**src/rtl/bit_scan_sequencer.sv**
```systemverilog
// Scans a 16-word pattern memory and emits bit mem[i][i] for each visited index i.
// Uses a wrapping first..last range, optional looping and a valid/ready output handshake.
module bit_scan_sequencer #(
  parameter  int AW = 4,
  localparam int DW = 2 ** AW
) (
  input  logic          clk,
  input  logic          rst,
  input  logic          start,
  input  logic [AW-1:0] cfg_first,
  input  logic [AW-1:0] cfg_last,
  input  logic          cfg_loop,
  input  logic          stop,
  input  logic          abort,
  output logic          mem_en,
  output logic [AW-1:0] mem_addr,
  input  logic [DW-1:0] mem_rdata,
  output logic          bit_out,
  output logic          bit_valid,
  input  logic          bit_ready,
  output logic [AW-1:0] cur_idx,
  output logic          busy,
  output logic          done
);

  typedef enum logic [2:0] {
    IDLE,
    FETCH,
    CAPT,
    OUT,
    DONE
  } state_t;

  state_t        state;
  logic [AW-1:0] idx;
  logic [AW-1:0] first_q;
  logic [AW-1:0] last_q;
  logic          loop_q;
  logic [AW-1:0] next_idx;

  assign next_idx = idx + 1'b1;

  // Outputs are registered alongside the state, so each one is set on the edge
  // that enters the state in which it must be visible.
  always_ff @(posedge clk) begin
    if (rst) begin
      state     <= IDLE;
      idx       <= '0;
      first_q   <= '0;
      last_q    <= '0;
      loop_q    <= 1'b0;
      mem_en    <= 1'b0;
      mem_addr  <= '0;
      bit_out   <= 1'b0;
      bit_valid <= 1'b0;
      cur_idx   <= '0;
      busy      <= 1'b0;
      done      <= 1'b0;
    end else begin
      done <= 1'b0;
      if (state != IDLE && abort) begin
        state     <= IDLE;
        mem_en    <= 1'b0;
        bit_valid <= 1'b0;
        busy      <= 1'b0;
      end else begin
        if (state != IDLE && stop) begin
          loop_q <= 1'b0;
        end
        case (state)
          IDLE: begin
            if (start) begin
              first_q  <= cfg_first;
              last_q   <= cfg_last;
              loop_q   <= cfg_loop;
              idx      <= cfg_first;
              mem_en   <= 1'b1;
              mem_addr <= cfg_first;
              busy     <= 1'b1;
              state    <= FETCH;
            end
          end
          FETCH: begin
            mem_en <= 1'b0;
            state  <= CAPT;
          end
          CAPT: begin
            bit_out   <= mem_rdata[idx];
            cur_idx   <= idx;
            bit_valid <= 1'b1;
            state     <= OUT;
          end
          OUT: begin
            // A stop arriving on the final transfer of a pass ends the scan now.
            if (bit_ready) begin
              bit_valid <= 1'b0;
              if (idx != last_q) begin
                idx      <= next_idx;
                mem_addr <= next_idx;
                mem_en   <= 1'b1;
                state    <= FETCH;
              end else if (loop_q && !stop) begin
                idx      <= first_q;
                mem_addr <= first_q;
                mem_en   <= 1'b1;
                state    <= FETCH;
              end else begin
                done  <= 1'b1;
                state <= DONE;
              end
            end
          end
          DONE: begin
            busy  <= 1'b0;
            state <= IDLE;
          end
          default: begin
            state <= IDLE;
          end
        endcase
      end
    end
  end

endmodule

```
**config.mk**
```make
export PLATFORM = sky130hd
export DESIGN_NAME = bit_scan_sequencer
export DESIGN_NICKNAME = d
export VERILOG_FILES = /design/src/rtl/bit_scan_sequencer.sv
export SDC_FILE = /design/constraint.sdc
export NUM_CORES = 1
export LEC_CHECK = 0
export ABC_AREA = 1
export CORE_ASPECT_RATIO = 0.6
export CORE_UTILIZATION = 40
export CTS_BUF_LIST = sky130_fd_sc_hd__clkbuf_4
export DETAILED_ROUTE_END_ITERATION = 8
export HOLD_SLACK_MARGIN = 0.03
export MAX_ROUTING_LAYER = met4
export PLACE_DENSITY = 0.82
export SLEW_MARGIN = 25
export SYNTH_ARGS = -nofsm -noshare
export SYNTH_HDL_FRONTEND = slang
export SYNTH_SLANG_ARGS = --single-unit
```
**constraint.sdc**
```tcl
create_clock -name clk -period 3.1 [get_ports clk]
set_input_delay 0.62 -clock clk [delete_from_list [all_inputs] [get_ports clk]]
set_output_delay 0.62 -clock clk [all_outputs]
set_load 0.02 [all_outputs]
```
---- After elaboration in Yosys (flattened, before gate mapping) ----
Index checks and enable logic that the tools add are counted.
operators by class
  add/sub/neg operators ................... 1
  bitwise logic cells ..................... 3
  mux-type cells .......................... 24
  reductions and logical operators ........ 19
  equal/unequal tests ..................... 8
  order comparisons ....................... 1
operator list
  cell                                                 count
  two-way mux 4 bit                                    4
  two-way mux 3 bit                                    4
  one-hot mux 3 bit (4 select lines)                   1
  two-way mux 1 bit                                    10
  one-hot mux 4 bit (2 select lines)                   1
  AND reduction 2 bit                                  4
  == test 3 x 2 -> 1 bit (second input constant)       2
  nonzero test 2 bit                                   3
  nonzero test 3 bit                                   2
  < comparator 4 x 5 -> 1 bit (second input constant)  1
  AND reduction 5 bit                                  1
  OR reduction 5 bit                                   1
  adder 4 x 1 -> 4 bit (second input constant)         1
  binary-select mux 1 bit (select 4 bit)               1
  != test 2 bit (second input constant)                2
  != test 4 bit                                        1
  one-hot mux 1 bit (2 select lines)                   2
  AND reduction 4 bit                                  1
  == test 3 x 1 -> 1 bit (second input constant)       1
  == test 3 bit (second input constant)                1
  logical AND 1 bit                                    3
  logical NOT 3 bit                                    1
  != test 3 bit (second input constant)                1
  inverter 1 bit                                       3
  other kinds (4)                                      4
word-level totals
  bits of input ports ..................... 31
  logic and storage cells ................. 67
  output and inout bits ................... 13
  bits in registers ....................... 25

---- Depth between registers and ports, before layout ----
Gate-level depths: netlist (run 1).
  word-level depth ........................ 6
  gate-level depth with buffers ........... 10
  mapped depth without buffers ............ 10

---- Least setup slack after synthesis (run 1) ----
Ideal clock, no wire load.
  kind .................................... register to register
  start ................................... reg idx[1]
  end ..................................... reg idx[0]
  cell stages (with the launch flop) ...... 10
  arrival ................................. 1.308 ns
  period minus slack after synthesis ...... 1.421 ns
  slack ................................... 1.679 ns
  data required time ...................... 2.987 ns
  cells stage by stage .................... dfxtp_1 > inv_2 > nand2_4 > nand2_4 > nor2_8 > nand4_4 > nand3_4 > nand2_1 > nand2_1 > nor2_1
on the way
  word-level cells in the longest chain between the ends .. 4
  elaborated cells on any way between the ends .. 6
  those cells by class .................... eq/ne: 2; mux: 3; reduce/logical: 1
ends and longest elaborated chain
  element                             RTL line  source
  start: declaration                  35        logic [AW-1:0] idx;
  start signal: assignment            76        idx <= cfg_first;
  start signal: assignment            98        idx <= next_idx;
  start signal: assignment            103       idx <= first_q;
  != test 4 bit *                     97        if (idx != last_q) begin
  two-way mux 4 bit                   97
  two-way mux 4 bit                   95        if (bit_ready) begin
  one-hot mux 4 bit (2 select lines)  70        case (state)
Every way passes the cells marked *; elsewhere a longest branch is shown, timed or not. The select of a mux whose other input is x is not followed.
A chain may end at the register's enable or synchronous reset.

==> metrics, run 1 <==
status=complete, no violations; DR WL/cell=11.8 um; adder and majority gate portion of the synthesized area=less than 1%; CP Cell Sequence=clkdlybuf4s50_1; Critical path buffers and inverters=1; max_cap viols=0; Area Overhead vs Synth=35.7%; Final Hold Fails=0; Port Buffers=43; final slew viol count=0; Synth Area in Compound Gates=approximately 18%; placed insts=289; vias in the first global route=1244; fillcell total=roughly 320; Cells after Synth=205; register area share after synthesis=36.1%; CP required=2.48 ns; Die ar.=roughly 3700 um^2; number of remaining DRC errors=0; pin count of the biggest net entering global routing=18; total setup buffers inserted after CTS=0; Critical Path Slowest Stage Cell=clkdlybuf4s50_1; vias after detailed routing=1459; Peak VDD IR=0.366 mV; syn nets=237; Initial Util=42.2%; fmax=0.448 GHz; Clock Path Buffers=2; drt total wl=3470 um; Final Setup Violations=0; CP Launch Type=flip-flop; crit end category=output pin; clock skew=about 0.013 ns; commonest non-fill, non-tap cell in the layout=nand2_1; Worst-path clk slew=0.12 ns; Vias/cell=between 4 and 5; period utilization=72.0%; GR Util All Layers=21.0%; clk sinks=25; Reg2Reg Setup Slack=1.25 ns; Root Buffer=clkbuf_4; GP Congestion=just over 0.8; area leader, netlist=dfxtp_1; Die Span Y=47.6 um; post-synthesis mux area share=0%; Ys Warns=0; commonest cells after routing, fill and taps aside=47 x nand2_1, 43 x clkdlybuf4s50_1, 28 x nor2_1; total CTS buffers=3; IO Pins=44; P_leak=0.802 nW; Final Power=1.11 mW; antenna diode count=0; fin cells=293; Data arrival, critical path=1.61 ns; post-synth top area share=36.1%; Initial DRC Count=between 70 and 80; Hold WC Path Type=reg -> reg; setup TNS=0 ns; layout cell share with drive strength beyond 1=9.27%; Max-slew headroom=69.8%; CP delay by family, top=buffers and inverters; FF+latch count, synth=25; Slew @ Worst Pin=0.452 ns; pwr dens=between 500 and 600 nW/um^2; main combinational cell family by area after synthesis=simple AND/OR/NAND/NOR gates; Final nets=approximately 280; Yosys cell types=27; Area contributors post-synth=dfxtp_1 36%, nand2_1 13%, nor2_1 7.6%, o21ai_0 7.2%, a21oi_1 6.5%; Tmin final=2.23 ns; first-pass GRT wire length=5780 um; initial antenna violation count=0; post-DP HPWL=around 2600 um; CTS tree=yes; hold buffer count at cts=0; CTS H-tree lvls=1; Synth Area in Simple Gates=35.2%; worst-path maximum fanout=14; GRT overflow=0; Die W=78 um; post-route ant nets=0; number of core rows=16; Setup CP Type=reg -> out; RSZ-0062 raised after global routing=no; Placeable Area=3280 um^2; peak per-stage delay on the critical path=0.69 ns; CTS resizes=0; first-pass iteration count of the detailed router=5; mapped cell area=1390 um^2; Avg Cell Area, Syn=just under 7 um^2; insertion delay to the later sink of the worst-skew pair=0.32 ns; Synth Area in XOR/XNOR=1.26%
## state kept, by name (all words and copies together) (netlist names)
name	count
cur_idx	4
first_q	4
idx	4
last_q	4
state	3
bit_out	1
bit_valid	1
busy	1
done	1
loop_q	1
mem_en	1
## per-layer routing
layer | GRT usage [%] | routed length [um] | vias up
li1 | - | - | 750
met1 | 28.8 | 1740 | 651
met2 | 32.6 | 1400 | 58
met3 | 5.52 | 342 | 0
met4 | 1.85 | 0 | 0
met5 | - | 0 | -
## cell families after synthesis
kind of cell	count (synthesis)
adder cells (fa/ha/maj)	1
flip-flops	25
AND/OR/NAND/NOR	100
XOR/XNOR	2
buffers and inverters	31
AO/OA/AOI/OAI	46
## synth_stat cells
| cell type | n |
|---|---|
| o221ai_1 | 1 |
| xor2_1 | 1 |
| a21oi_1 | 18 |
| buf_4 | 1 |
| o211ai_1 | 2 |
| inv_4 | 1 |
| dfxtp_1 | 25 |
| o22ai_1 | 1 |
| o21ai_1 | 2 |
| inv_2 | 7 |
| nand3_1 | 12 |
| nand2_1 | 47 |
| clkbuf_1 | 1 |
| xnor2_1 | 1 |
| nor2_1 | 28 |
| nand3_2 | 1 |
| nand2_2 | 4 |
| nand2_4 | 2 |
| nor2_8 | 2 |
| ha_1 | 1 |
| nand4_4 | 1 |
| buf_2 | 2 |
| a31oi_1 | 2 |
| o21ai_0 | 20 |
| nor3_1 | 2 |
| nand3_4 | 1 |
| inv_1 | 19 |
## final cells by class
cell class / instances / area (um^2) / share of cell area, %
Multi-Input combinational cell: 149 / 761 / 40.4
Sequential cell: 25 / 500 / 26.6
Timing Repair Buffer: 43 / 430 / 22.9
Inverter: 27 / 104 / 5.52
Tap cell: 45 / 56.3 / 2.99
Clock buffer: 4 / 30.0 / 1.60
## through the flow
step	worst slack [ns]	util (%)	area [um^2]	hold slack [ns]
floorplan	1.68	-	1390	0.429
global placement	1.22	56.4	1850	0.446
detailed placement	1.22	56.4	1850	0.453
CTS	0.852	57.3	1880	0.471
global route	0.749	57.3	1880	0.496
finish	0.868	57.3	1880	0.474
## path summary, 6_finish.rpt
kind                                from                endpoint  depth (start not counted)
setup / recovery     idx[0]$_SDFFE_PP0P_             mem_addr[0]                          1
hold / removal    bit_valid$_SDFFE_PP0P_  bit_valid$_SDFFE_PP0P_                          2
setup reg to reg     idx[0]$_SDFFE_PP0P_     idx[0]$_SDFFE_PP0P_                          9
hold reg to reg   bit_valid$_SDFFE_PP0P_  bit_valid$_SDFFE_PP0P_                          2
## where the power goes
group          total, mW  switching, mW  internal, mW
combinational      0.530          0.316         0.215
clock              0.154         0.0948        0.0592
sequential         0.430         0.0572         0.373
total               1.11          0.468         0.647
Note: power is estimated with default switching activity, not from simulation.
==> inputs of run 2 (changes only) <==
==> constraint.sdc (replaced) <==
create_clock -name clk -period 2.27 [get_ports clk]
set_input_delay 0.454 -clock clk [delete_from_list [all_inputs] [get_ports clk]]
set_output_delay 0.454 -clock clk [all_outputs]
set_load 0.02 [all_outputs]
==> metrics, run 2 (same netlist as run 1, synthesis figures left out) <==
clock skew=roughly 0.016 ns; max_cap viols=0; CTS tree=yes; Sw Pwr=0.648 mW; first-pass GRT wire length=between 5000 and 6000 um; crit end category=output pin; Die ar.=around 3700 um^2; GP Congestion=approximately 0.82; Worst-path clk slew=around 0.15 ns; Data arrival, critical path=1.61 ns; CP required=1.82 ns; fillcell total=322; pin count of the biggest net entering global routing=18; Critical Path Slowest Stage Cell=clkdlybuf4s50_1; IO Pins=44; commonest cells after routing, fill and taps aside=47 x nand2_1, 43 x clkdlybuf4s50_1, 28 x nor2_1; sw frac=42.4%; initial antenna violation count=0; Hold WC Path Type=reg -> reg; DR WL/cell=11.7 um; hold buffer count at cts=0; CP Cell Sequence=clkdlybuf4s50_1; Root Buffer=clkbuf_4; CP delay by family, top=buffers and inverters; total setup buffers inserted after CTS=0; Max-slew headroom=between 70% and 80%; post-DP HPWL=roughly 2700 um; fmax=0.485 GHz; RSZ-0062 raised after global routing=no; Final Setup Violations=0; Final nets=283; Clk network pwr share=a little over an eighth; P_leak=~0.8 nW; first-pass iteration count of the detailed router=4; Final Hold Fails=0; Final Power=1.53 mW; peak per-stage delay on the critical path=0.69 ns; Gate power share=between 40% and 50%; total CTS buffers=3; status=complete, no violations; Initial DRC Count=110; CTS resizes=0; CTS H-tree lvls=1; CP Launch Type=flip-flop; vias after detailed routing=1450; GRT overflow=0; internal power=0.882 mW; hold depth=2; layout cell share with drive strength beyond 1=10.0%; number of core rows=16; commonest non-fill, non-tap cell in the layout=nand2_1; Tmin final=2.06 ns; Port Buffers=43; GR Util All Layers=21.8%; period utilization=90.9%; Die W=78 um; vias in the first global route=1213; Peak VDD IR=0.359 mV; final slew viol count=0; number of remaining DRC errors=0; Initial Util=42.2%; worst-path maximum fanout=11; Die Span Y=47.6 um; Reg2Reg Setup Slack=0.49 ns; reg2reg end=idx[0]$_SDFFE_PP0P_; Area Overhead vs Synth=36.8%; setup TNS=0 ns; Clock Path Buffers=2; Critical path buffers and inverters=1; drt total wl=3470 um; R2R cell count=9; Hold Crit Start=first_q[2]$_SDFFE_PP0P_; worst r2r src=idx[0]$_SDFFE_PP0P_; end of the worst hold path=first_q[2]$_SDFFE_PP0P_; Slew @ Worst Pin=approximately 0.43 ns; antenna diode count=0; insertion delay to the later sink of the worst-skew pair=0.34 ns; Reg power frac=38.0%; Setup CP Type=reg -> out; post-route ant nets=0; pwr dens=807 nW/um^2; clk sinks=25; Vias/cell=around 5; Placeable Area=3280 um^2
-- run 2: cell count changes in the layout (fill, tap and decap cells not counted), sizes merged --
cell and change:
clkinvlp +1, buf +2, clkbuf -1
-- run 2: power groups by stage --
stage / clock network (mW) / logic [mW] / registers (mW)
2_1_floorplan: 0 / 0.476 / 0.619
3_3_place_gp: 0 / 0.726 / 0.591
6_report: 0.210 / 0.739 / 0.582
4_1_cts: 0.219 / 0.737 / 0.581
3_5_place_dp: 0 / 0.735 / 0.591
5_1_grt: 0.236 / 0.825 / 0.594
-- run 2: stage by stage --
stage,area (um^2),cells,util (%),hold slack (ns),worst slack (ns)
floorplan,1390,205,-,0.429,0.849
detailed placement,1870,291,56.9,0.449,0.527
global route,1900,295,57.8,0.482,0.120
global placement,1870,291,56.9,0.445,0.514
finish,1900,295,57.8,0.464,0.207
CTS,1900,295,57.8,0.468,0.202
-- run 2: cell type report --
| cell class | count | area [um^2] | share of cell area (%) |
|---|---|---|---|
| Multi-Input combinational cell | 149 | 761 | 40.1 |
| Sequential cell | 25 | 500 | 26.4 |
| Timing Repair Buffer | 45 | 445 | 23.5 |
| Inverter | 27 | 104 | 5.47 |
| Tap cell | 45 | 56.3 | 2.97 |
| Clock buffer | 3 | 22.5 | 1.19 |
| Clock inverter | 1 | 7.51 | 0.396 |
-- run 2: how the worst max path moves through the flow --
stage / start / end / slack, ns / cells after the start
after floorplan: idx[1]$_SDFFE_PP0P_ / idx[0]$_SDFFE_PP0P_ / 0.85 / 9
after global routing: idx[0]$_SDFFE_PP0P_ / mem_addr[0] / 0.12 / 1
after CTS: idx[0]$_SDFFE_PP0P_ / mem_addr[0] / 0.20 / 1
after detailed placement: idx[0]$_SDFFE_PP0P_ / idx[0]$_SDFFE_PP0P_ / 0.53 / 9
after global placement: idx[0]$_SDFFE_PP0P_ / idx[0]$_SDFFE_PP0P_ / 0.51 / 9
final: idx[0]$_SDFFE_PP0P_ / mem_addr[0] / 0.21 / 1
-- run 2: layer usage --
metal	vias to the layer above	track usage, %	share of wire (%)	wire length (um)
met5	-	-	0	0
met3	4	5.90	8.5	294
li1	752	-	-	-
met4	0	4.44	0.55	19
met2	52	31.2	37	1290
met1	642	30.6	54	1860
